File: config.mk
export PLATFORM = sky130hd
export DESIGN_NAME = piso_serializer_flat
export DESIGN_NICKNAME = d
export VERILOG_FILES = /design/src/rtl/serial_pkg.sv /design/src/rtl/piso_serializer_if.sv /design/src/rtl/piso_hold_buf.sv /design/src/rtl/piso_serializer.sv /design/src/flat_wrapper.sv
export SDC_FILE = /design/constraint.sdc
export NUM_CORES = 1
export LEC_CHECK = 0
export BUFFER_PORTS_ARGS = -buffer_cell sky130_fd_sc_hd__buf_2
export CELL_PAD_IN_SITES_DETAIL_PLACEMENT = 0
export CELL_PAD_IN_SITES_GLOBAL_PLACEMENT = 1
export CORE_MARGIN = 2
export CORE_UTILIZATION = 40
export CTS_CLUSTER_DIAMETER = 100
export DETAILED_ROUTE_END_ITERATION = 16
export GPL_ROUTABILITY_DRIVEN = 0
export PLACE_DENSITY_LB_ADDON = 0.1
export SLEW_MARGIN = 30
export SYNTH_ARGS = -nofsm -noshare
export SYNTH_HDL_FRONTEND = slang
export SYNTH_HIERARCHICAL = 1
export SYNTH_SLANG_ARGS = --single-unit
File: constraint.sdc
create_clock -name clk -period 2 [get_ports clk]
set_input_delay 0.3 -clock clk [delete_from_list [all_inputs] [get_ports clk]]
set_output_delay 0.3 -clock clk [all_outputs]
set_load 0.005 [all_outputs]
File: src/rtl/serial_pkg.sv
// Shared definitions for the serial transmit/receive blocks: FSM state
// encoding, bit-order constants and the default word width.
package serial_pkg;

  localparam int DEFAULT_WIDTH = 4;

  localparam logic DIR_MSB_FIRST = 1'b1;
  localparam logic DIR_LSB_FIRST = 1'b0;

  typedef enum logic {
    ST_IDLE  = 1'b0,
    ST_SHIFT = 1'b1
  } state_e;

endpackage : serial_pkg

File: src/rtl/piso_serializer_if.sv
// Word-input handshake plus serial-output bundle of the PISO transmitter.
// master = word producer / serial consumer, slave = the serializer.
interface piso_serializer_if #(
   parameter int WIDTH = serial_pkg::DEFAULT_WIDTH
);

   logic             in_valid;
   logic             in_ready;
   logic [WIDTH-1:0] in_data;
   logic             in_dir;
   logic             serial_out;
   logic             serial_valid;
   logic             frame_start;
   logic             frame_last;
   logic             busy;

   modport master (
      output in_valid, in_data, in_dir,
      input  in_ready, serial_out, serial_valid, frame_start, frame_last, busy
   );

   modport slave (
      input  in_valid, in_data, in_dir,
      output in_ready, serial_out, serial_valid, frame_start, frame_last, busy
   );

endinterface : piso_serializer_if

File: src/rtl/piso_hold_buf.sv
// One-entry holding register (word + bit order) that lets the next word be
// accepted while the current frame is still shifting.
module piso_hold_buf #(
   parameter int WIDTH = serial_pkg::DEFAULT_WIDTH
) (
   input  logic             clk,
   input  logic             rst_n,
   input  logic             wr_en,
   input  logic [WIDTH-1:0] wr_data,
   input  logic             wr_dir,
   input  logic             rd_en,
   output logic [WIDTH-1:0] data,
   output logic             dir,
   output logic             full
);

   // NOTE: sequential state uses <= so every flop samples pre-edge values
   // regardless of the order the simulator evaluates processes.
   always_ff @(posedge clk) begin
      if (!rst_n) begin
         full <= 1'b0;
      end else if (wr_en) begin
         full <= 1'b1;
      end else if (rd_en) begin
         full <= 1'b0;
      end
   end

   // NOTE: payload flops are not reset; full qualifies them, so a reset value
   // would only add reset fan-out without changing behaviour.
   always_ff @(posedge clk) begin
      if (wr_en) begin
         data <= wr_data;
         dir  <= wr_dir;
      end
   end

endmodule : piso_hold_buf

File: src/rtl/piso_serializer.sv
// Parallel-in serial-out transmitter: valid/ready word input, one bit per
// clock out, per-word MSB/LSB order, gapless back-to-back frames via a hold buffer.
module piso_serializer
   import serial_pkg::*;
#(
   parameter int WIDTH = DEFAULT_WIDTH
) (
   input logic              clk,
   input logic              rst_n,
   piso_serializer_if.slave bus
);

   localparam int                CNT_W    = $clog2(WIDTH);
   localparam logic [CNT_W-1:0] LAST_CNT = CNT_W'(WIDTH - 1);

   state_e             state;
   state_e             state_nxt;
   logic [WIDTH-1:0]   sreg;
   logic               cur_dir;
   logic [CNT_W-1:0]   bit_cnt;

   logic               hold_full;
   logic [WIDTH-1:0]   hold_data;
   logic               hold_dir;
   logic               hold_wr;
   logic               hold_rd;

   logic               transfer;
   logic               last_bit;
   logic               load_in;
   logic               load_hold;
   logic               shift_en;

   // in_ready is the inverse of a flop, so no input reaches any output combinationally.
   assign bus.in_ready = !hold_full;
   assign transfer     = bus.in_valid && !hold_full;
   assign last_bit     = (state == ST_SHIFT) && (bit_cnt == LAST_CNT);

   piso_hold_buf #(
      .WIDTH (WIDTH)
   ) u_hold (
      .clk     (clk),
      .rst_n   (rst_n),
      .wr_en   (hold_wr),
      .wr_data (bus.in_data),
      .wr_dir  (bus.in_dir),
      .rd_en   (hold_rd),
      .data    (hold_data),
      .dir     (hold_dir),
      .full    (hold_full)
   );

   always_ff @(posedge clk) begin
      if (!rst_n) begin
         state <= ST_IDLE;
      end else begin
         state <= state_nxt;
      end
   end

   always_comb begin
      // NOTE: every output of this block is defaulted first so no path
      // through the case leaves one unassigned and infers a latch.
      state_nxt = state;
      load_in   = 1'b0;
      load_hold = 1'b0;
      shift_en  = 1'b0;
      hold_wr   = 1'b0;
      hold_rd   = 1'b0;
      case (state)
         ST_IDLE: begin
            if (transfer) begin
               load_in   = 1'b1;
               state_nxt = ST_SHIFT;
            end
         end
         ST_SHIFT: begin
            if (last_bit) begin
               // A waiting hold word has priority; in_ready is low then anyway.
               if (hold_full) begin
                  load_hold = 1'b1;
                  hold_rd   = 1'b1;
               end else if (transfer) begin
                  load_in = 1'b1;
               end else begin
                  shift_en  = 1'b1;
                  state_nxt = ST_IDLE;
               end
            end else begin
               shift_en = 1'b1;
               hold_wr  = transfer;
            end
         end
         default: state_nxt = ST_IDLE;
      endcase
   end

   always_ff @(posedge clk) begin
      if (!rst_n) begin
         sreg    <= '0;
         cur_dir <= DIR_LSB_FIRST;
         bit_cnt <= '0;
      end else if (load_in) begin
         sreg    <= bus.in_data;
         cur_dir <= bus.in_dir;
         bit_cnt <= '0;
      end else if (load_hold) begin
         sreg    <= hold_data;
         cur_dir <= hold_dir;
         bit_cnt <= '0;
      end else if (shift_en) begin
         // The final shift of a frame leaves sreg all-zero, so an idle line reads 0.
         sreg    <= (cur_dir == DIR_MSB_FIRST) ? {sreg[WIDTH-2:0], 1'b0}
                                               : {1'b0, sreg[WIDTH-1:1]};
         bit_cnt <= (bit_cnt == LAST_CNT) ? '0 : bit_cnt + 1'b1;
      end
   end

   assign bus.serial_out   = (cur_dir == DIR_MSB_FIRST) ? sreg[WIDTH-1] : sreg[0];
   assign bus.serial_valid = (state == ST_SHIFT);
   assign bus.frame_start  = (state == ST_SHIFT) && (bit_cnt == '0);
   assign bus.frame_last   = last_bit;
   assign bus.busy         = (state == ST_SHIFT) || hold_full;

   hold_no_overwrite: assert property (@(posedge clk) disable iff (!rst_n)
      !(hold_wr && hold_full));
   hold_no_rw_clash: assert property (@(posedge clk) disable iff (!rst_n)
      !(hold_wr && hold_rd));

endmodule : piso_serializer

File: src/flat_wrapper.sv
// flat-port wrapper written by rule: the top's interface ports become plain ports
module piso_serializer_flat import serial_pkg::*;
#(
   parameter int WIDTH = DEFAULT_WIDTH
)
  (clk, rst_n, bus_in_valid, bus_in_data, bus_in_dir, bus_in_ready, bus_serial_out, bus_serial_valid, bus_frame_start, bus_frame_last, bus_busy);
  piso_serializer_if #(.WIDTH(WIDTH)) bus_i ();
  input logic clk;
  input logic rst_n;
  input wire logic [$bits(bus_i.in_valid)-1:0] bus_in_valid;
  input wire logic [$bits(bus_i.in_data)-1:0] bus_in_data;
  input wire logic [$bits(bus_i.in_dir)-1:0] bus_in_dir;
  output wire logic [$bits(bus_i.in_ready)-1:0] bus_in_ready;
  output wire logic [$bits(bus_i.serial_out)-1:0] bus_serial_out;
  output wire logic [$bits(bus_i.serial_valid)-1:0] bus_serial_valid;
  output wire logic [$bits(bus_i.frame_start)-1:0] bus_frame_start;
  output wire logic [$bits(bus_i.frame_last)-1:0] bus_frame_last;
  output wire logic [$bits(bus_i.busy)-1:0] bus_busy;
  assign bus_i.in_valid = bus_in_valid;
  assign bus_i.in_data = bus_in_data;
  assign bus_i.in_dir = bus_in_dir;
  assign bus_in_ready = bus_i.in_ready;
  assign bus_serial_out = bus_i.serial_out;
  assign bus_serial_valid = bus_i.serial_valid;
  assign bus_frame_start = bus_i.frame_start;
  assign bus_frame_last = bus_i.frame_last;
  assign bus_busy = bus_i.busy;
  piso_serializer #(.WIDTH(WIDTH)) u_core (.clk(clk), .rst_n(rst_n), .bus(bus_i));
endmodule
# Word-level counts from Yosys, hierarchy flattened
# Cells that the tools add are included.
# Widths: inputs -> output; s select.
# word_totals
register_bits,14
in_bits,8
# op_classes
add_sub_neg,1
eq_ne,1
muxes,26
n_bitwise,2
n_reduce_logical,10
# ops
operator,n
$mux 1,19
$mux 4,4
$pmux 1 s2,2
$reduce_bool 2->1,2
$logic_and 1x1->1,3
$reduce_bool 3->1,1
$reduce_or 3->1,1
$add 2x1->2 const B,1
$eq 2x2->1 const B,1
$logic_not 2->1,1
$mux 2,1
$not 1->1,2
$logic_not 1->1,1
$logic_or 1x1->1,1

# Depth between registers and ports, before layout
# depth
ltp_word,9
ltp_mapped,5
ltp_nobuf,5

# Hierarchy
# The synthesis kept the hierarchy.
# modules_own_cells
mod,instances,cells_each,area_per_inst_um2,seq_area_each_um2
piso_serializer,1,65,548.0,160.2
piso_hold_buf,1,8,191.4,170.2

# Least setup slack after synthesis
# No wires, ideal clock.
# synth_path
path_kind,reg-to-reg
startpoint,reg u_core.bit_cnt[0]
endpoint,reg u_core.u_hold.data[0] (enable)
setup_ns,0.347
arrival_ns,1.018
required_time_ns,1.653
setup_slack_ns,0.635
stages_incl_launch_ff,4
path_buffers,0
period_less_slack_ns,1.365
cell_sequence,dfxtp_1 ha_1 nand2b_1 nor2_1
# synth_via
elab_chain_len,4
# synth_rtl
element,line,source
"start, declared",piso_serializer.sv:20,logic [CNT_W-1:0] bit_cnt;
"start signal, assigned",piso_serializer.sv:115,bit_cnt <= (bit_cnt == LAST_CNT) ? '0 : bit_cnt + 1'b1;
$eq 2x2->1,piso_serializer.sv:37,assign last_bit = (state == ST_SHIFT) && (bit_cnt == LAST_CNT);
$logic_and 1x1->1,piso_serializer.sv:37,
$mux 1,piso_serializer.sv:78,if (last_bit) begin
$mux 1,piso_serializer.sv:70,case (state)
net u_core.hold_wr,piso_serializer.sv:25,logic hold_wr;
"end signal, assigned",piso_hold_buf.sv:33,data <= wr_data;
"end, declared",piso_hold_buf.sv:12,"output logic [WIDTH-1:0] data,"
# The timed path passes the listed nets, and every way through them passes these cells.
# A chain may end at the register's enable or synchronous reset.

# Final worst setup path
# Ends and elaborated chain as after synthesis.

==> impl_metrics.ini <==
[outcome]
outcome = complete, no violations

[clocking]
cts-resized-gates = 0
cts_max_path_buffers = 2
tritoncts.num_buffers = 3
htreeDepth = 1
clock_latency_ns = 0.27
holdBufCountCts = 0
cts_num_sinks = 14
cts_setup_buffers = 0
clock-root-buffer = clkbuf_4
cts_tree = done
clkTransAtPathRegs_ns = 0.08

[die]
fp.dieW_um = 47.00
ioPinCount = 14
core-area_um2 = 1727
die_area_um2 = 2209
die_h_um = 47.00
row_count = 15
initial_utilization_pct = 42.83

[detailed_routing]
vias_per_cell = 5.098
finalWirelength_um = 1433
postRouteAntennaNets = 0
drc = 0
vias = 571
firstDrtPassIters = 4
drt-wirelength-per-cell_um = 12.79
dr.first_iter.drc_count = 14

[timing]
worstMarginPinSlew_ns = 0.4523
min_period_ns = 1.546
finalSetupTns_ns = 0
slew_headroom_pct = 69.74
fin_skew_ns = 0.002467
rsz0062_at_grt = no
fmax_mhz = 646.7
post-route-period-util_pct = 77.32
hold_violations = 0
finalSetupViolCount = 0
fin_ws_ns = 0.4536
drv_slew = 0

[grt]
overflow = 0
grt_pass1_vias = 480
grt_max_degree = 12
grt_usage_pct = 15.77
grt_pass1_wl_um = 2325
grt_antenna_before_repair = 0

[cells_and_area]
syn_to_final_growth_pct = 13.37
nets = 98
drive_gt1_share_pct = 31.03
fill_cells = 170
antenna_cells = 0

[synth]
synthCells = 73
syn_nets = 83
synth.most_common_cell = dfxtp_1
yosys_register_bits = 14
yosysWarningCount = 6
yosysUniqueCellTypes = 30
seq_area_frac_synth_pct = 44.67
yosys_most_used_dff = dfxtp_1
netlist.area_leader.share_pct = 24.37
syn_avg_cell_area_um2 = 10.13
synthTopCellsByArea = dfxtp_1 (24%), edfxtp_1 (20%), o21ai_0 (4.7%)
yosys.area.top_type = dfxtp_1
syn-cell-area_um2 = 739.5
async_reset_ff_share_pct = 0
yosys-top-cells-count = dfxtp_1 (9), o21ai_0 (7), inv_1 (6)
synth_edf_count = 5

[power]
powerDensity_nw_per_um2 = 714.9
ir_drop_mv = 0.3856
p_leak_nw = 0.3400

[setup_path]
path_max_fanout = 6
endpoint_kind = register
critical_path_arrival_ns = 1.47
worstSetupStartpointType = register
critical_path_class = register to register
crit_required_ns = 1.93

[hold_path]
hold_path_class = primary input to register

[placed_design]
dpl_worst_slack_ns = 0.4637
numPortBuffers = 13
dpl.hpwl_um = 1059

[job]
max-cap-violations = 0
[power by group]
group	internal, mW	switching [mW]	total (mW)	leakage [nW]
Combinational	0.0491	0.0524	0.101	0.204
Clock	0.0722	0.0890	0.161	0.0154
Sequential	0.315	0.0213	0.337	0.120
[registers in the layout, summed over array words and instances (netlist names)]
name,cells
u_core/bus.serial_valid,1
u_core/sreg,4
u_core/u_hold/full,1
u_core/u_hold/data,4
u_core/cur_dir,1
u_core/u_hold/dir,1
u_core/bit_cnt,2
[layout by cell type (no fill, tap or decap)]
| cell | n |
|---|---|
| o21ai_1 | 4 |
| inv_1 | 6 |
| o21ai_4 | 1 |
| and2_1 | 1 |
| nor2b_4 | 1 |
| nand2b_1 | 1 |
| o21a_1 | 2 |
| nand3_2 | 2 |
| nand2b_2 | 1 |
| ha_1 | 2 |
| a21oi_2 | 2 |
| clkbuf_4 | 3 |
| o21ai_0 | 7 |
| edfxtp_1 | 5 |
| a22o_1 | 2 |
| clkinv_1 | 1 |
| nor2_1 | 4 |
| o211ai_1 | 4 |
| a21oi_1 | 4 |
| or2_2 | 1 |
| mux2_2 | 1 |
| buf_2 | 13 |
| mux2i_1 | 3 |
| a21boi_0 | 1 |
| a31oi_1 | 1 |
| nand3_1 | 1 |
| nand2b_4 | 1 |
| nand2_1 | 2 |
| and2_4 | 1 |
| dfxtp_1 | 9 |
[final timing paths]
kind / from / to / slack (ns) / cells after the start
hold / removal: bus_in_data[2] / u_core/u_hold/data[2] / 0.21 / 1
hold reg to reg: u_core/u_hold/dir / u_core/cur_dir / 0.56 / 2
setup / recovery: u_core/bit_cnt[0] / u_core/u_hold/data[0] / 0.45 / 3
setup reg to reg: u_core/bit_cnt[0] / u_core/u_hold/data[0] / 0.45 / 3
[area by class of cell]
cell class / count / area [µm²] / share of cell area [%]
multi-input cells: 50 / 362.8 / 43.28
flip-flops and latches: 14 / 330.3 / 39.40
repair buffers: 13 / 65.06 / 7.761
well taps: 25 / 31.28 / 3.731
clock buffers: 3 / 22.52 / 2.687
inverters: 6 / 22.52 / 2.687
clock inverters: 1 / 3.754 / 0.4478
[cells by family (layout without fill, tap and decap cells)]
kind of cell	Yosys count	in the layout	share of synthesized area, %
AOI/OAI and AO/OA	28	28	25.04
adders and majority gates	2	2	3.384
buffers and inverters	9	23	6.260
DFF	14	14	44.67
muxes	4	4	5.584
and+or+nand+nor	16	16	15.06
[worst max-delay path, stage by stage (launching register included)]
cell	delay, ns
dfxtp_1	0.33
ha_1	0.26
nand2b_1	0.22
nor2_1	0.39
[routing by layer]
layer  track usage [%]  vias to the layer above  part of all wire, %
li1                  -                      290                    -
met1             23.02                      263                   49
met2             21.37                       16                   45
met3             2.692                        2                  4.6
met4             10.00                        0                  1.2
met5                 0                        -                    0
[per-stage QoR]
step | hold WS (ns) | cells | power (mW) | utilization [%] | area (µm²)
after floorplan | 0.3989 | 73 | 0.4135 | - | 739.5
after global placement | 0.4935 | 108 | 0.4453 | 47.03 | 812.0
after detailed placement | 0.4970 | 108 | 0.4444 | 47.03 | 812.0
after CTS | 0.2081 | 112 | 0.6064 | 48.55 | 838.3
after global routing | 0.2070 | 112 | 0.6350 | 48.55 | 838.3
final | 0.2147 | 112 | 0.5993 | 48.55 | 838.3
(Power assumes the default switching activity.)
